`src/rtl/control_unit.sv`:
```
// rtl/control_unit.sv - four-cycle fetch/decode/execute/writeback sequencer in front of the ALU
//
// Purpose: fetches 8-bit instructions from a synchronous program ROM, drives the
// ALU from the accumulator and the external register file, and retires results
// into the accumulator and flag register. Load, store, jump and halt are handled
// locally. Every instruction takes FETCH, DECODE, EXECUTE, WRITEBACK.
//
// Ports:
//   clk, rst                  clock, synchronous active-high reset
//   start                     leave IDLE and run from the current PC
//   prog_addr / prog_data     ROM address (registered) / data (one cycle later)
//   rf_addr / rf_rdata        register file index IR[3:0] / combinational read data
//   rf_we / rf_wdata          one-cycle write strobe / write data (accumulator)
//   alu_instr_code            IR[7:4] to the ALU
//   alu_acc / alu_operand     accumulator / register operand to the ALU
//   alu_result, alu_z..alu_s  ALU result and flags, sampled in WRITEBACK only
//   acc, flags                accumulator and {Z, CY, OV, P, S}
//   busy, halted              not in IDLE / stopped by HALT until next start

module control_unit #(
    parameter int PC_W  = 8,
    parameter int RF_AW = 4
) (
    input  logic             clk,
    input  logic             rst,
    input  logic             start,
    output logic [PC_W-1:0]  prog_addr,
    input  logic [7:0]       prog_data,
    output logic [RF_AW-1:0] rf_addr,
    input  logic [7:0]       rf_rdata,
    output logic             rf_we,
    output logic [7:0]       rf_wdata,
    output logic [3:0]       alu_instr_code,
    output logic [7:0]       alu_acc,
    output logic [7:0]       alu_operand,
    input  logic [7:0]       alu_result,
    input  logic             alu_z,
    input  logic             alu_cy,
    input  logic             alu_ov,
    input  logic             alu_p,
    input  logic             alu_s,
    output logic [7:0]       acc,
    output logic [4:0]       flags,
    output logic             busy,
    output logic             halted
);

    typedef enum logic [2:0] {
        IDLE,
        FETCH,
        DECODE,
        EXECUTE,
        WRITEBACK
    } state_t;

    localparam logic [3:0] OP_NOP  = 4'h0;
    localparam logic [3:0] OP_ADD  = 4'h6;
    localparam logic [3:0] OP_INC  = 4'hA;
    localparam logic [3:0] OP_LDA  = 4'hB;
    localparam logic [3:0] OP_STA  = 4'hC;
    localparam logic [3:0] OP_JZ   = 4'hD;
    localparam logic [3:0] OP_JMP  = 4'hE;
    localparam logic [3:0] OP_HALT = 4'hF;

    // flags bit positions
    localparam int F_Z  = 4;
    localparam int F_CY = 3;
    localparam int F_OV = 2;
    localparam int F_P  = 1;
    localparam int F_S  = 0;

    state_t          state;
    logic [PC_W-1:0] pc;
    logic [7:0]      ir;
    logic [3:0]      opcode;
    logic            is_alu_op;
    logic            take_jump;
    logic [PC_W-1:0] wb_pc;

    assign opcode         = ir[7:4];
    assign rf_addr        = ir[RF_AW-1:0];
    assign alu_instr_code = opcode;
    assign alu_acc        = acc;
    assign alu_operand    = rf_rdata;

    assign is_alu_op = (opcode != OP_NOP) && (opcode <= OP_INC);

    // Jump target replaces the PC+1 taken in DECODE; it is also what the
    // following FETCH presents on prog_addr.
    always_comb begin
        take_jump = 1'b0;
        if (opcode == OP_JMP) begin
            take_jump = 1'b1;
        end else if (opcode == OP_JZ) begin
            take_jump = flags[F_Z];
        end
        wb_pc = take_jump ? PC_W'(rf_rdata) : pc;
    end

    always_ff @(posedge clk) begin
        if (rst) begin
            state     <= IDLE;
            pc        <= '0;
            ir        <= '0;
            prog_addr <= '0;
            acc       <= '0;
            flags     <= '0;
            rf_we     <= 1'b0;
            rf_wdata  <= '0;
            busy      <= 1'b0;
            halted    <= 1'b0;
        end else begin
            rf_we <= 1'b0;
            case (state)
                IDLE: begin
                    if (start) begin
                        // prog_addr is loaded on entry to FETCH so that the
                        // synchronous ROM returns data during DECODE.
                        state     <= FETCH;
                        prog_addr <= pc;
                        halted    <= 1'b0;
                        busy      <= 1'b1;
                    end
                end
                FETCH: begin
                    state <= DECODE;
                end
                DECODE: begin
                    ir    <= prog_data;
                    pc    <= pc + 1'b1;
                    state <= EXECUTE;
                end
                EXECUTE: begin
                    state <= WRITEBACK;
                    // Registered strobe lands exactly in the WRITEBACK cycle.
                    if (opcode == OP_STA) begin
                        rf_we    <= 1'b1;
                        rf_wdata <= acc;
                    end
                end
                WRITEBACK: begin
                    pc <= wb_pc;
                    if (is_alu_op) begin
                        acc        <= alu_result;
                        flags[F_Z] <= alu_z;
                        flags[F_P] <= alu_p;
                        flags[F_S] <= alu_s;
                        if (opcode == OP_ADD) begin
                            flags[F_CY] <= alu_cy;
                            flags[F_OV] <= alu_ov;
                        end
                    end else if (opcode == OP_LDA) begin
                        acc        <= rf_rdata;
                        flags[F_Z] <= (rf_rdata == 8'h00);
                        flags[F_P] <= ~^rf_rdata;
                        flags[F_S] <= rf_rdata[7];
                    end
                    if (opcode == OP_HALT) begin
                        halted <= 1'b1;
                        busy   <= 1'b0;
                        state  <= IDLE;
                    end else begin
                        prog_addr <= wb_pc;
                        state     <= FETCH;
                    end
                end
                default: begin
                    state <= IDLE;
                    busy  <= 1'b0;
                end
            endcase
        end
    end

endmodule
```
`config.mk`:
```
export PLATFORM = sky130hd
export DESIGN_NAME = control_unit
export DESIGN_NICKNAME = d
export VERILOG_FILES = /design/src/rtl/control_unit.sv
export SDC_FILE = /design/constraint.sdc
export NUM_CORES = 1
export LEC_CHECK = 0
export ABC_AREA = 1
export CORE_UTILIZATION = 45
export DETAILED_ROUTE_END_ITERATION = 8
export PLACE_DENSITY = 0.9
export SETUP_SLACK_MARGIN = 0.02
export SLEW_MARGIN = 25
export SYNTH_ARGS = -nofsm -noshare
export SYNTH_HDL_FRONTEND = slang
export SYNTH_SLANG_ARGS = --single-unit
```
`constraint.sdc`:
```
create_clock -name clk -period 3.75 [get_ports clk]
set_input_delay 0.5625 -clock clk [delete_from_list [all_inputs] [get_ports clk]]
set_output_delay 0.5625 -clock clk [all_outputs]
set_load 0.1 [all_outputs]
```
==> results of run 1 <==
-- flip-flops by register name, summed over array words and instances (netlist names) --
name	flops
acc	8
rf_we	1
state	3
flags	5
halted	1
ir	8
prog_addr	8
rf_wdata	8
pc	8
busy	1
-- cell usage in the layout (no fill, tap or decap) --
| cell type | synthesis | routed |
|---|---|---|
| clkbuf_8 | 0 | 6 |
| clkdlybuf4s50_1 | 0 | 79 |
| nor2_4 | 4 | 4 |
| nand4_2 | 2 | 2 |
| nand3_4 | 1 | 1 |
| nor3_2 | 1 | 1 |
| nand3b_1 | 1 | 1 |
| nand4_1 | 3 | 3 |
| clkinv_2 | 1 | 2 |
| nor2_1 | 40 | 40 |
| inv_2 | 4 | 5 |
| o31ai_1 | 1 | 1 |
| nor3_1 | 1 | 1 |
| nand2_1 | 42 | 42 |
| o211ai_1 | 4 | 4 |
| nor2_8 | 2 | 2 |
| bufinv_16 | 0 | 1 |
| buf_4 | 17 | 8 |
| nand2_2 | 2 | 2 |
| o22ai_1 | 7 | 7 |
| a21oi_2 | 1 | 1 |
| nand3_1 | 29 | 29 |
| dfxtp_1 | 51 | 51 |
| o21ai_0 | 50 | 50 |
| inv_4 | 1 | 1 |
| a21oi_1 | 35 | 35 |
| nand2_4 | 3 | 3 |
| ha_1 | 5 | 5 |
| nor2_2 | 2 | 2 |
| o21ai_1 | 1 | 1 |
| nand3_2 | 3 | 3 |
| inv_1 | 43 | 42 |
-- synth_stat cells (all sizes together) --
master	instances
a21oi	36
nand3	33
nor3	2
buf	20
o211ai	4
nand2	47
inv	48
nor2	48
o22ai	7
clkinv	1
clkbuf	6
dfxtp	51
ha	5
o31ai	1
nand3b	1
nand4	5
o21ai	51
-- cell type report --
cell class | instances | area (sq um) | area share
Multi-Input combinational cell | 240 | 1294 | 0.3633
Tap cell | 72 | 90.09 | 0.02530
Inverter | 49 | 187.7 | 0.05271
Timing Repair Buffer | 87 | 850.8 | 0.2389
Clock buffer | 6 | 82.58 | 0.02319
Clock inverter | 2 | 35.03 | 0.009838
Sequential cell | 51 | 1021 | 0.2867
-- cell families (layout without fill, tap and decap cells) --
logic type	after synthesis	count (layout)	share of synthesized area
buf+inv	75	144	0.1363
flops	51	51	0.3810
fa+ha+maj	5	5	0.02334
simple gates	136	136	0.2652
compound gates	99	99	0.1942
-- metal layers --
| metal | GRT usage | part of all wire |
|---|---|---|
| met1 | 0.2748 | 0.42 |
| met2 | 0.4138 | 0.49 |
| met3 | 0.07126 | 0.071 |
| met4 | 0.09091 | 0.020 |
| met5 | 0 | 0 |
-- worst max-delay path by stage --
stage | startpoint | slack, ps | to | cells after the start
2_1_floorplan | ir[5]$_SDFFE_PP0P_ | 1740 | busy$_SDFFE_PP0P_ | 7
3_3_place_gp | rst | 1390 | pc[7]$_SDFFE_PP0P_ | 6
3_5_place_dp | rst | 1280 | acc[0]$_SDFFE_PP0P_ | 4
4_1_cts | ir[7]$_SDFFE_PP0P_ | 1160 | alu_instr_code[3] | 1
5_1_grt | ir[7]$_SDFFE_PP0P_ | 1140 | alu_instr_code[3] | 1
6_report | ir[7]$_SDFFE_PP0P_ | 1170 | alu_instr_code[3] | 1
-- power by group --
part / leakage (nW) / switching [W] / internal, W / total [W]
clock network: 0.0612 / 0.000192 / 0.000216 / 0.000408
logic: 1.06 / 0.000545 / 0.000190 / 0.000735
registers: 0.414 / 0.0000512 / 0.000594 / 0.000645
total: 1.54 / 0.000788 / 0.00100 / 0.00179
-- stage by stage --
| stage | power [W] | hold slack [ps] | utilization | worst slack [ps] |
|---|---|---|---|---|
| 2_1_floorplan | 0.001230 | 527.4 | - | 1741 |
| 3_3_place_gp | 0.001371 | 441.5 | 0.6140 | 1391 |
| 3_5_place_dp | 0.001390 | 447.1 | 0.6140 | 1278 |
| 4_1_cts | 0.001789 | 460.3 | 0.6350 | 1163 |
| 5_1_grt | 0.001861 | 478.9 | 0.6350 | 1137 |
| 6_report | 0.001789 | 456.0 | 0.6350 | 1171 |
==> load_flow_metrics.sql, run 1 <==
INSERT INTO impl_metrics (metric_group, metric, value, unit) VALUES
('sta', 'finalSetupViolations', '0', ''),
('worst_hold_path', 'hold-path-endpoint', 'flags[2]$_SDFFE_PP0P_', ''),
('layout', 'fillerInstances', '527', ''),
('sta', 'final-hold-violation-count', '0', ''),
('setup_path', 'critical_path.startpoint_type', 'flip-flop', ''),
('layout', 'synthesis_to_finish_area_growth', '32.87', '%'),
('drt', 'avgViaCountPerCell', '5.394', ''),
('synth', 'synth-warning-count', '0', ''),
('floorplanning', 'chipWidth', '79.18', 'um'),
('floorplanning', 'floorplan.initialDensity', '0.4779', ''),
('synth', 'synth_largest_type_area_fraction', '0.3810', ''),
('placed_design', 'io_buffer_count', '87', ''),
('grt', 'number_of_global_route_vias_before_repair', '2661', ''),
('setup_path', 'r2r.worst_path.cells', '6', ''),
('synth', 'ys_top_cells_by_area', 'dfxtp_1 (38%), o21ai_0 (9.3%), a21oi_1 (6.5%)', ''),
('power_and_ir_drop', 'cellPowerDensity', '502.4', 'nW/um^2'),
('grt', 'globalRoute.totalOverflow', '0', ''),
('cts', 'ctsHoldBuffers', '0', ''),
('placed_design', 'detailedPlacementHpwl', '5303', 'um'),
('placed_design', 'dpl-instance-area', '3443', 'sq um'),
('setup_path', 'r2r_setup_slack', '1760', 'ps'),
('sta', 'slew_at_the_pin_closest_to_its_max_slew_limit', '1011', 'ps'),
('worst_hold_path', 'worst_hold_path.num_cells', '2', ''),
('sta', 'setup_total_negative_slack', '0', 'ps'),
('grt', 'number_of_antenna_violations_at_the_first_check_in_global_routing', '0', ''),
('setup_path', 'max_stage_delay', '1200', 'ps'),
('synth', 'ys_seq_elements', '51', ''),
('cts', 'cts-root-buf', 'clkbuf_8', ''),
('cts', 'htreeDepth', '2', ''),
('layout', 'nets', '471', ''),
('sta', 'timing.slew.headroom', '0.3242', ''),
('drt', 'post-route-drc-count', '0', ''),
('grt', 'pin_count_of_the_biggest_net_entering_global_routing', '46', ''),
('drt', 'drt_wl_total', '7112', 'um'),
('cts', 'clk_path_buf_depth', '2', ''),
('drt', 'via_count', '2735', ''),
('sta', 'clock-skew-final', '6.806', 'ps'),
('setup_path', 'crit_path_end_kind', 'primary output', ''),
('layout', 'final_cells', '507', ''),
('setup_path', 'critical_path_required', '3190', 'ps'),
('sta', 'unrepaired_setup_endpoints_after_global_routing', 'false', ''),
('synth', 'synthCells', '366', ''),
('setup_path', 'slowest_cell_on_the_critical_path', 'clkdlybuf4s50_1', ''),
('sta', 'fin_crit_sh', '0.6877', ''),
('layout', 'finalInstanceArea', '3561', 'sq um'),
('drt', 'postRouteAntennaNets', '0', ''),
('setup_path', 'cpLargestDelayFamily', 'buffers and inverters', ''),
('cts', 'path_clk_slew', '90', 'ps'),
('layout', 'fraction_of_layout_instances_using_a_drive_strength_above_1', '0.1011', ''),
('synth', 'synth.cell_area', '2680', 'sq um'),
('placed_design', 'post-place-cells', '499', ''),
('cts', 'cts_resized', '0', ''),
('cts', 'cts_inserted_buffers', '5', ''),
('sta', 'finalCriticalPeriod', '2579', 'ps'),
('grt', 'tot_gr_track_use', '0.2390', ''),
('setup_path', 'critPathKind', 'flip-flop to primary output', ''),
('floorplanning', 'coreArea', '5608', 'sq um'),
('synth', 'syn-num-nets', '403', ''),
('floorplanning', 'dieHeight', '79.18', 'um'),
('setup_path', 'timing.rr.start', 'state[1]$_SDFFE_PP0P_', ''),
('grt', 'grt_first_pass_wirelength', '11820', 'um'),
('drt', 'dr.first_iter.drc_count', '185', ''),
('worst_hold_path', 'hold_path.startpoint', 'flags[2]$_SDFFE_PP0P_', ''),
('setup_path', 'critPathArrivalTime', '2020', 'ps'),
('power_and_ir_drop', 'worst_ir_drop_on_vdd', '269.8', 'uV'),
('floorplanning', 'ioPinCount', '88', ''),
('worst_hold_path', 'hp-class', 'flip-flop to flip-flop', ''),
('sta', 'timing.fmax', '387.8', 'MHz'),
('synth', 'syn_avg_cell_area', '7.323', 'sq um'),
('synth', 'synth.largest_area_cell', 'dfxtp_1', ''),
('status', 'outcome', 'completed', '');
(Power assumes the default switching activity.)
==> inputs of run 2 (changes only) <==
Settings changed: CORE_UTILIZATION 45 to 42, PLACE_DENSITY 0.9 to 0.88.
Clock period 3.75 ns to 2.29 ns, I/O delays scaled along.
==> run 2 against run 1 <==
Against the previous run:
- sequential cell count unchanged
- combinational power increased by 66%
- first-iteration DRC count increased by 1.1%
- cell area decreased by 0.25%
- utilization decreased by 4.5 points
- clock skew increased by 3.3 ps
- register-to-register slack got worse by 1100 ps
- sequential power increased by 64%
- hold slack got worse by 4.0 ps
- via count decreased by 2.1%
- routed wire length decreased by 0.24%
- total power increased by 58%
- critical endpoint is now flags[1]$_SDFFE_PP0P_
==> load_flow_metrics.sql, run 2 (synthesis gave the netlist of run 1 again) <==
INSERT INTO impl_metrics (metric_group, metric, value, unit) VALUES
('drt', 'dr.first_iter.drc_count', '187', ''),
('floorplanning', 'row_count', '28', ''),
('sta', 'clock-skew-final', '10.11', 'ps'),
('worst_hold_path', 'worst_hold_path.num_cells', '2', ''),
('grt', 'tot_gr_track_use', '0.2184', ''),
('placed_design', 'post-place-cells', '506', ''),
('cts', 'insertion_delay', '310', 'ps'),
('grt', 'globalRoute.totalOverflow', '0', ''),
('layout', 'nets', '475', ''),
('cts', 'cts-root-buf', 'clkbuf_8', ''),
('sta', 'final.hold.worst_slack', '452.0', 'ps'),
('worst_hold_path', 'hold_path.startpoint', 'flags[2]$_SDFFE_PP0P_', ''),
('status', 'outcome', 'completed', ''),
('setup_path', 'timing.rr.end', 'pc[7]$_SDFFE_PP0P_', ''),
('floorplanning', 'floorplan.initialDensity', '0.4448', ''),
('cts', 'htreeDepth', '2', ''),
('setup_path', 'critical_path.startpoint_type', 'primary input', ''),
('cts', 'cts_resized', '0', ''),
('grt', 'pin_count_of_the_biggest_net_entering_global_routing', '24', ''),
('cts', 'ctsHoldBuffers', '0', ''),
('setup_path', 'crit_top_cell', 'nand2_1', ''),
('sta', 'finalSetupViolations', '0', ''),
('cts', 'clock_tree_from_tritoncts', 'done', ''),
('sta', 'slew_at_the_pin_closest_to_its_max_slew_limit', '324.7', 'ps'),
('placed_design', 'globalplace.congestion', '0.8372', ''),
('worst_hold_path', 'hold-path-endpoint', 'flags[2]$_SDFFE_PP0P_', ''),
('power_and_ir_drop', 'worst_ir_drop_on_vdd', '479.0', 'uV'),
('placed_design', 'dp_slack', '366.7', 'ps'),
('setup_path', 'cp_cell_sequence', 'clkdlybuf4s50_1 -> inv_1 -> ha_1 -> inv_1 -> nand2_1 -> nand2_1 -> nand2_1 -> nand3_1 -> nand3_2 -> a21oi_2', ''),
('setup_path', 'critPathKind', 'primary input to flip-flop', ''),
('drt', 'avgViaCountPerCell', '5.208', ''),
('run', 'max_cap_violations', '0', ''),
('sta', 'final-max-slew-violation-count', '0', ''),
('drt', 'drtPass1Iterations', '4', ''),
('sta', 'timing.slew.headroom', '0.7830', ''),
('layout', 'final_common_cell', 'buf_4', ''),
('cts', 'clkSinkCount', '51', ''),
('cts', 'post-cts-setup-buffer-count', '0', ''),
('drt', 'via_count', '2677', ''),
('setup_path', 'cpLargestDelayFamily', 'buffers and inverters', ''),
('setup_path', 'timing.rr.start', 'state[2]$_SDFFE_PP0P_', ''),
('setup_path', 'r2r.worst_path.cells', '8', ''),
('drt', 'drt_wl_total', '7095', 'um'),
('cts', 'path_clk_slew', '100', 'ps'),
('setup_path', 'critPathBufInv', '3', ''),
('floorplanning', 'ioPinCount', '88', ''),
('layout', 'synthesis_to_finish_area_growth', '32.54', '%'),
('floorplanning', 'chipWidth', '81.88', 'um'),
('drt', 'detail_route.wl_per_cell', '13.80', 'um'),
('grt', 'grt_first_pass_wirelength', '11320', 'um'),
('placed_design', 'io_buffer_count', '87', ''),
('placed_design', 'detailedPlacementHpwl', '5367', 'um'),
('drt', 'postRouteAntennaNets', '0', ''),
('layout', 'antenna_cells', '0', ''),
('setup_path', 'max_stage_delay', '570', 'ps'),
('sta', 'unrepaired_setup_endpoints_after_global_routing', 'false', ''),
('worst_hold_path', 'hp-class', 'flip-flop to flip-flop', ''),
('layout', 'most-common-layout-cells', 'buf_4 (52), dfxtp_1 (51), o21ai_0 (50), inv_1 (43), nand2_1 (42)', ''),
('sta', 'setup_total_negative_slack', '0', 'ps'),
('sta', 'timing.fmax', '626.4', 'MHz'),
('sta', 'finalCriticalPeriod', '1596', 'ps'),
('sta', 'fin_crit_sh', '0.6971', ''),
('drt', 'post-route-drc-count', '0', ''),
('setup_path', 'slowest_cell_on_the_critical_path', 'clkdlybuf4s50_1', ''),
('cts', 'cts_inserted_buffers', '5', ''),
('grt', 'number_of_global_route_vias_before_repair', '2477', ''),
('power_and_ir_drop', 'power.leakage', '1.678', 'nW'),
('floorplanning', 'coreArea', '6026', 'sq um'),
('grt', 'number_of_antenna_violations_at_the_first_check_in_global_routing', '0', ''),
('setup_path', 'path_max_fanout', '3', ''),
('power_and_ir_drop', 'cellPowerDensity', '796.8', 'nW/um^2'),
('cts', 'clk_path_buf_depth', '2', ''),
('setup_path', 'critPathArrivalTime', '1850', 'ps'),
('setup_path', 'critical_path_required', '2540', 'ps'),
('setup_path', 'crit_path_end_kind', 'flip-flop', ''),
('sta', 'final-hold-violation-count', '0', ''),
('layout', 'final_cells', '514', ''),
('layout', 'fillerInstances', '563', ''),
('floorplanning', 'die-area', '6704', 'sq um'),
('setup_path', 'r2r_setup_slack', '700', 'ps'),
('sta', 'finalWorstSetupSlack', '693.7', 'ps'),
('layout', 'fraction_of_layout_instances_using_a_drive_strength_above_1', '0.2164', ''),
('floorplanning', 'dieHeight', '81.88', 'um');
run 2: cell types whose count changed in the layout (fill, tap and decap cells not counted), sizes merged:
cell,change
buf,+52
clkdlybuf4s50,-48
inv,+2
bufinv,-1
clkbuf,-1
run 2: worst register-to-register path: stages (launching register included):
cell,delay [ps]
dfxtp_1,420
nor3_2,60
buf_4,180
inv_2,200
nand2_1,260
o21ai_0,220
inv_1,50
nand2_1,60
inv_1,30
run 2: power breakdown:
part,internal (W),total [W],switching [W]
Sequential,0.000973,0.00106,0.0000839
Combinational,0.000315,0.00122,0.000906
Clock,0.000225,0.000552,0.000327
run 2: how the worst max path moves through the flow:
stage | start | to | slack [ps] | cells after the start
after global routing | state[0]$_SDFFE_PP0P_ | pc[6]$_SDFFE_PP0P_ | 530 | 8
after global placement | rf_rdata[6] | flags[1]$_SDFFE_PP0P_ | 420 | 10
after CTS | rf_rdata[2] | flags[1]$_SDFFE_PP0P_ | 690 | 10
after detailed placement | rf_rdata[2] | flags[1]$_SDFFE_PP0P_ | 370 | 10
after floorplan | ir[5]$_SDFFE_PP0P_ | busy$_SDFFE_PP0P_ | 280 | 7
final | rf_rdata[2] | flags[1]$_SDFFE_PP0P_ | 690 | 10
run 2: cell type report:
type                            count  area (sq um)  share of cell area
Timing Repair Buffer               91         860.8              0.2423
Inverter                           49         187.7             0.05284
Sequential cell                    51          1021              0.2874
Clock inverter                      3         26.28            0.007397
Clock buffer                        5         68.82             0.01937
Multi-Input combinational cell    240          1294              0.3642
Tap cell                           75         93.84             0.02642
run 2: metrics by stage:
step	total power, W	area (sq um)	utilization
after floorplan	0.002014	2680	-
after global placement	0.002280	3457	0.5737
after detailed placement	0.002298	3457	0.5737
after CTS	0.002844	3552	0.5895
after global routing	0.002963	3552	0.5895
final	0.002831	3552	0.5895
run 2: layer usage:
layer / global-route usage / vias to the layer above / part of all wire
met3: 0.05444 / 14 / 0.071
met5: 0 / - / 0
met2: 0.3744 / 106 / 0.49
met4: 0.07544 / 0 / 0.022
li1: - / 1337 / -
met1: 0.2633 / 1220 / 0.42
==> inputs of run 3 (changes only) <==
Settings changed: CORE_UTILIZATION 42 to 45, PLACE_DENSITY 0.88 to 0.9.
Clock period 2.29 ns to 1.65 ns, I/O delays scaled along.
==> run 3 against run 2 <==
Against the previous run:
- register-to-register slack got worse by 530 ps
- first-iteration DRC count up 34%
- non-clock buffer count rose by 14
- clock power rose by 28%
- sequential power grew 44%
- clock-buffer cell count rose by 1
- worst setup slack worse by 550 ps
- die area decreased by 6.5%
- critical path type unchanged
==> load_flow_metrics.sql, run 3 (synthesis gave the netlist of run 1 again) <==
INSERT INTO impl_metrics (metric_group, metric, value, unit) VALUES
('status', 'outcome', 'completed', ''),
('layout', 'antenna_cells', '0', ''),
('layout', 'fillerInstances', '361', ''),
('grt', 'tot_gr_track_use', '0.2851', ''),
('layout', 'final_cells', '525', ''),
('cts', 'ctsHoldBuffers', '0', ''),
('layout', 'most-common-layout-cells', 'buf_12 (57), o21ai_0 (50), dfxtp_1 (45), inv_1 (43), nand2_1 (42)', ''),
('cts', 'post-cts-setup-buffer-count', '0', ''),
('setup_path', 'r2r.worst_path.cells', '6', ''),
('setup_path', 'r2r_setup_slack', '170', 'ps'),
('drt', 'avgViaCountPerCell', '5.583', ''),
('setup_path', 'timing.rr.start', 'ir[7]$_SDFFE_PP0P_', ''),
('drt', 'post-route-drc-count', '0', ''),
('cts', 'cts_inserted_buffers', '5', ''),
('drt', 'via_count', '2931', ''),
('sta', 'clock-skew-final', '10.30', 'ps'),
('cts', 'path_clk_slew', '90', 'ps'),
('setup_path', 'critical_path_required', '1900', 'ps'),
('grt', 'globalRoute.totalOverflow', '0', ''),
('placed_design', 'io_buffer_count', '87', ''),
('drt', 'drt_wl_total', '8364', 'um'),
('setup_path', 'cp_cell_sequence', 'clkdlybuf4s50_1 -> inv_1 -> ha_1 -> inv_1 -> nand2_1 -> nand2_1 -> nand2_1 -> nand3_1 -> nand3_2 -> a21oi_2', ''),
('cts', 'clkSinkCount', '51', ''),
('layout', 'fraction_of_layout_instances_using_a_drive_strength_above_1', '0.2517', ''),
('sta', 'timing.slew.headroom', '0.7630', ''),
('grt', 'grt_first_pass_wirelength', '13840', 'um'),
('power_and_ir_drop', 'worst_ir_drop_on_vdd', '983.4', 'uV'),
('drt', 'detail_route.wl_per_cell', '15.93', 'um'),
('drt', 'postRouteAntennaNets', '0', ''),
('floorplanning', 'chipWidth', '79.18', 'um'),
('sta', 'fin_crit_sh', '0.9127', ''),
('sta', 'slew_at_the_pin_closest_to_its_max_slew_limit', '354.6', 'ps'),
('worst_hold_path', 'hp-class', 'flip-flop to flip-flop', ''),
('grt', 'number_of_antenna_violations_at_the_first_check_in_global_routing', '0', ''),
('placed_design', 'post-place-cells', '517', ''),
('power_and_ir_drop', 'totalPowerFinal', '0.004204', 'W'),
('cts', 'cts_resized', '0', ''),
('floorplanning', 'row_count', '27', ''),
('sta', 'timing.fmax', '664.0', 'MHz'),
('placed_design', 'detailedPlacementHpwl', '6174', 'um'),
('sta', 'setup_total_negative_slack', '0', 'ps'),
('layout', 'layout.core_utilization', '0.7604', ''),
('setup_path', 'crit_top_cell', 'nand2_1', ''),
('layout', 'final_common_cell', 'buf_12', ''),
('layout', 'nets', '489', ''),
('setup_path', 'endpoint', 'flags[1]$_SDFFE_PP0P_', ''),
('sta', 'final-hold-violation-count', '0', ''),
('cts', 'insertion_delay', '310', 'ps'),
('setup_path', 'critical_path.startpoint', 'rf_rdata[7]', ''),
('setup_path', 'cpLargestDelayFamily', 'buffers and inverters', ''),
('setup_path', 'cp_num_cells', '10', ''),
('setup_path', 'critPathArrivalTime', '1760', 'ps'),
('floorplanning', 'floorplan.initialDensity', '0.4779', ''),
('drt', 'dr.first_iter.drc_count', '250', ''),
('cts', 'clock_tree_from_tritoncts', 'done', ''),
('setup_path', 'critPathBufInv', '3', ''),
('setup_path', 'path_max_fanout', '3', ''),
('power_and_ir_drop', 'power.leakage', '1.881', 'nW'),
('setup_path', 'max_stage_delay', '500', 'ps'),
('sta', 'finalCriticalPeriod', '1506', 'ps'),
('placed_design', 'dp_slack', '-99.40', 'ps'),
('cts', 'cts-root-buf', 'clkbuf_8', ''),
('sta', 'final-max-slew-violation-count', '0', ''),
('sta', 'unrepaired_setup_endpoints_after_global_routing', 'false', ''),
('floorplanning', 'die-area', '6269', 'sq um'),
('setup_path', 'slowest_cell_on_the_critical_path', 'clkdlybuf4s50_1', ''),
('cts', 'htreeDepth', '2', ''),
('floorplanning', 'coreArea', '5608', 'sq um'),
('power_and_ir_drop', 'cellPowerDensity', '985.9', 'nW/um^2'),
('floorplanning', 'ioPinCount', '88', ''),
('grt', 'number_of_global_route_vias_before_repair', '2851', ''),
('floorplanning', 'dieHeight', '79.18', 'um'),
('setup_path', 'critical_path.startpoint_type', 'primary input', ''),
('placed_design', 'globalplace.congestion', '0.9822', ''),
('sta', 'finalSetupViolations', '0', ''),
('setup_path', 'critPathKind', 'primary input to flip-flop', ''),
('drt', 'drtPass1Iterations', '5', ''),
('setup_path', 'timing.rr.end', 'rf_wdata[5]$_SDFFE_PP0P_', ''),
('sta', 'finalWorstSetupSlack', '144.0', 'ps'),
('run', 'max_cap_violations', '0', ''),
('layout', 'synthesis_to_finish_area_growth', '59.10', '%'),
('cts', 'clk_path_buf_depth', '2', ''),
('setup_path', 'crit_path_end_kind', 'flip-flop', ''),
('grt', 'pin_count_of_the_biggest_net_entering_global_routing', '46', '');
run 3: changes by cell type in the layout (fill, tap and decap cells not counted):
cell,before,now
buf_12,8,57
buf_4,52,17
dfxtp_1,51,45
dfxtp_2,0,6
inv_6,2,0
clkbuf_1,0,1
clkinv_2,1,2
clkinv_4,1,0
clkinvlp_4,0,1
run 3: layout make-up:
class | instances | area, sq um | share of cell area
timing repair buffer | 105 | 1579 | 0.3703
tap | 72 | 90.09 | 0.02113
clock inverter | 2 | 12.51 | 0.002934
inverter | 49 | 187.7 | 0.04401
multi-input combinational | 240 | 1294 | 0.3034
sequential | 51 | 1028 | 0.2412
clock buffer | 6 | 72.57 | 0.01702
run 3: how the worst min path moves through the flow:
stage / from / endpoint / cells after the start / slack, ps
finish: flags[3]$_SDFFE_PP0P_ / flags[3]$_SDFFE_PP0P_ / 2 / 490
global placement: flags[2]$_SDFFE_PP0P_ / flags[2]$_SDFFE_PP0P_ / 2 / 470
detailed placement: flags[3]$_SDFFE_PP0P_ / flags[3]$_SDFFE_PP0P_ / 2 / 480
floorplan: rst / flags[1]$_SDFFE_PP0P_ / 1 / 310
CTS: flags[3]$_SDFFE_PP0P_ / flags[3]$_SDFFE_PP0P_ / 2 / 490
global route: flags[3]$_SDFFE_PP0P_ / flags[3]$_SDFFE_PP0P_ / 2 / 520
run 3: worst min-delay path, stage by stage (launching register included):
cell,delay (ps)
dfxtp_1,350
inv_1,60
a21oi_1,50
run 3: per-layer routing:
layer / track usage / vias up / wire [um]
li1: - / 1374 / -
met1: 0.3168 / 1357 / 3107
met2: 0.5259 / 160 / 4395
met3: 0.04943 / 40 / 537
met4: 0.1255 / 0 / 323
met5: 0 / - / 0
run 3: report_power, final:
part	switching (W)	internal, W	leakage, nW
Sequential	0.000171	0.00136	0.417
Combinational	0.00129	0.000679	1.42
Clock	0.000410	0.000297	0.0412
run 3: per-stage QoR:
| stage | hold WS, ps | area, sq um |
|---|---|---|
| 2_1_floorplan | 309.9 | 2688 |
| 3_3_place_gp | 466.8 | 4179 |
| 3_5_place_dp | 478.3 | 4179 |
| 4_1_cts | 492.6 | 4264 |
| 5_1_grt | 516.7 | 4264 |
| 6_report | 490.0 | 4264 |
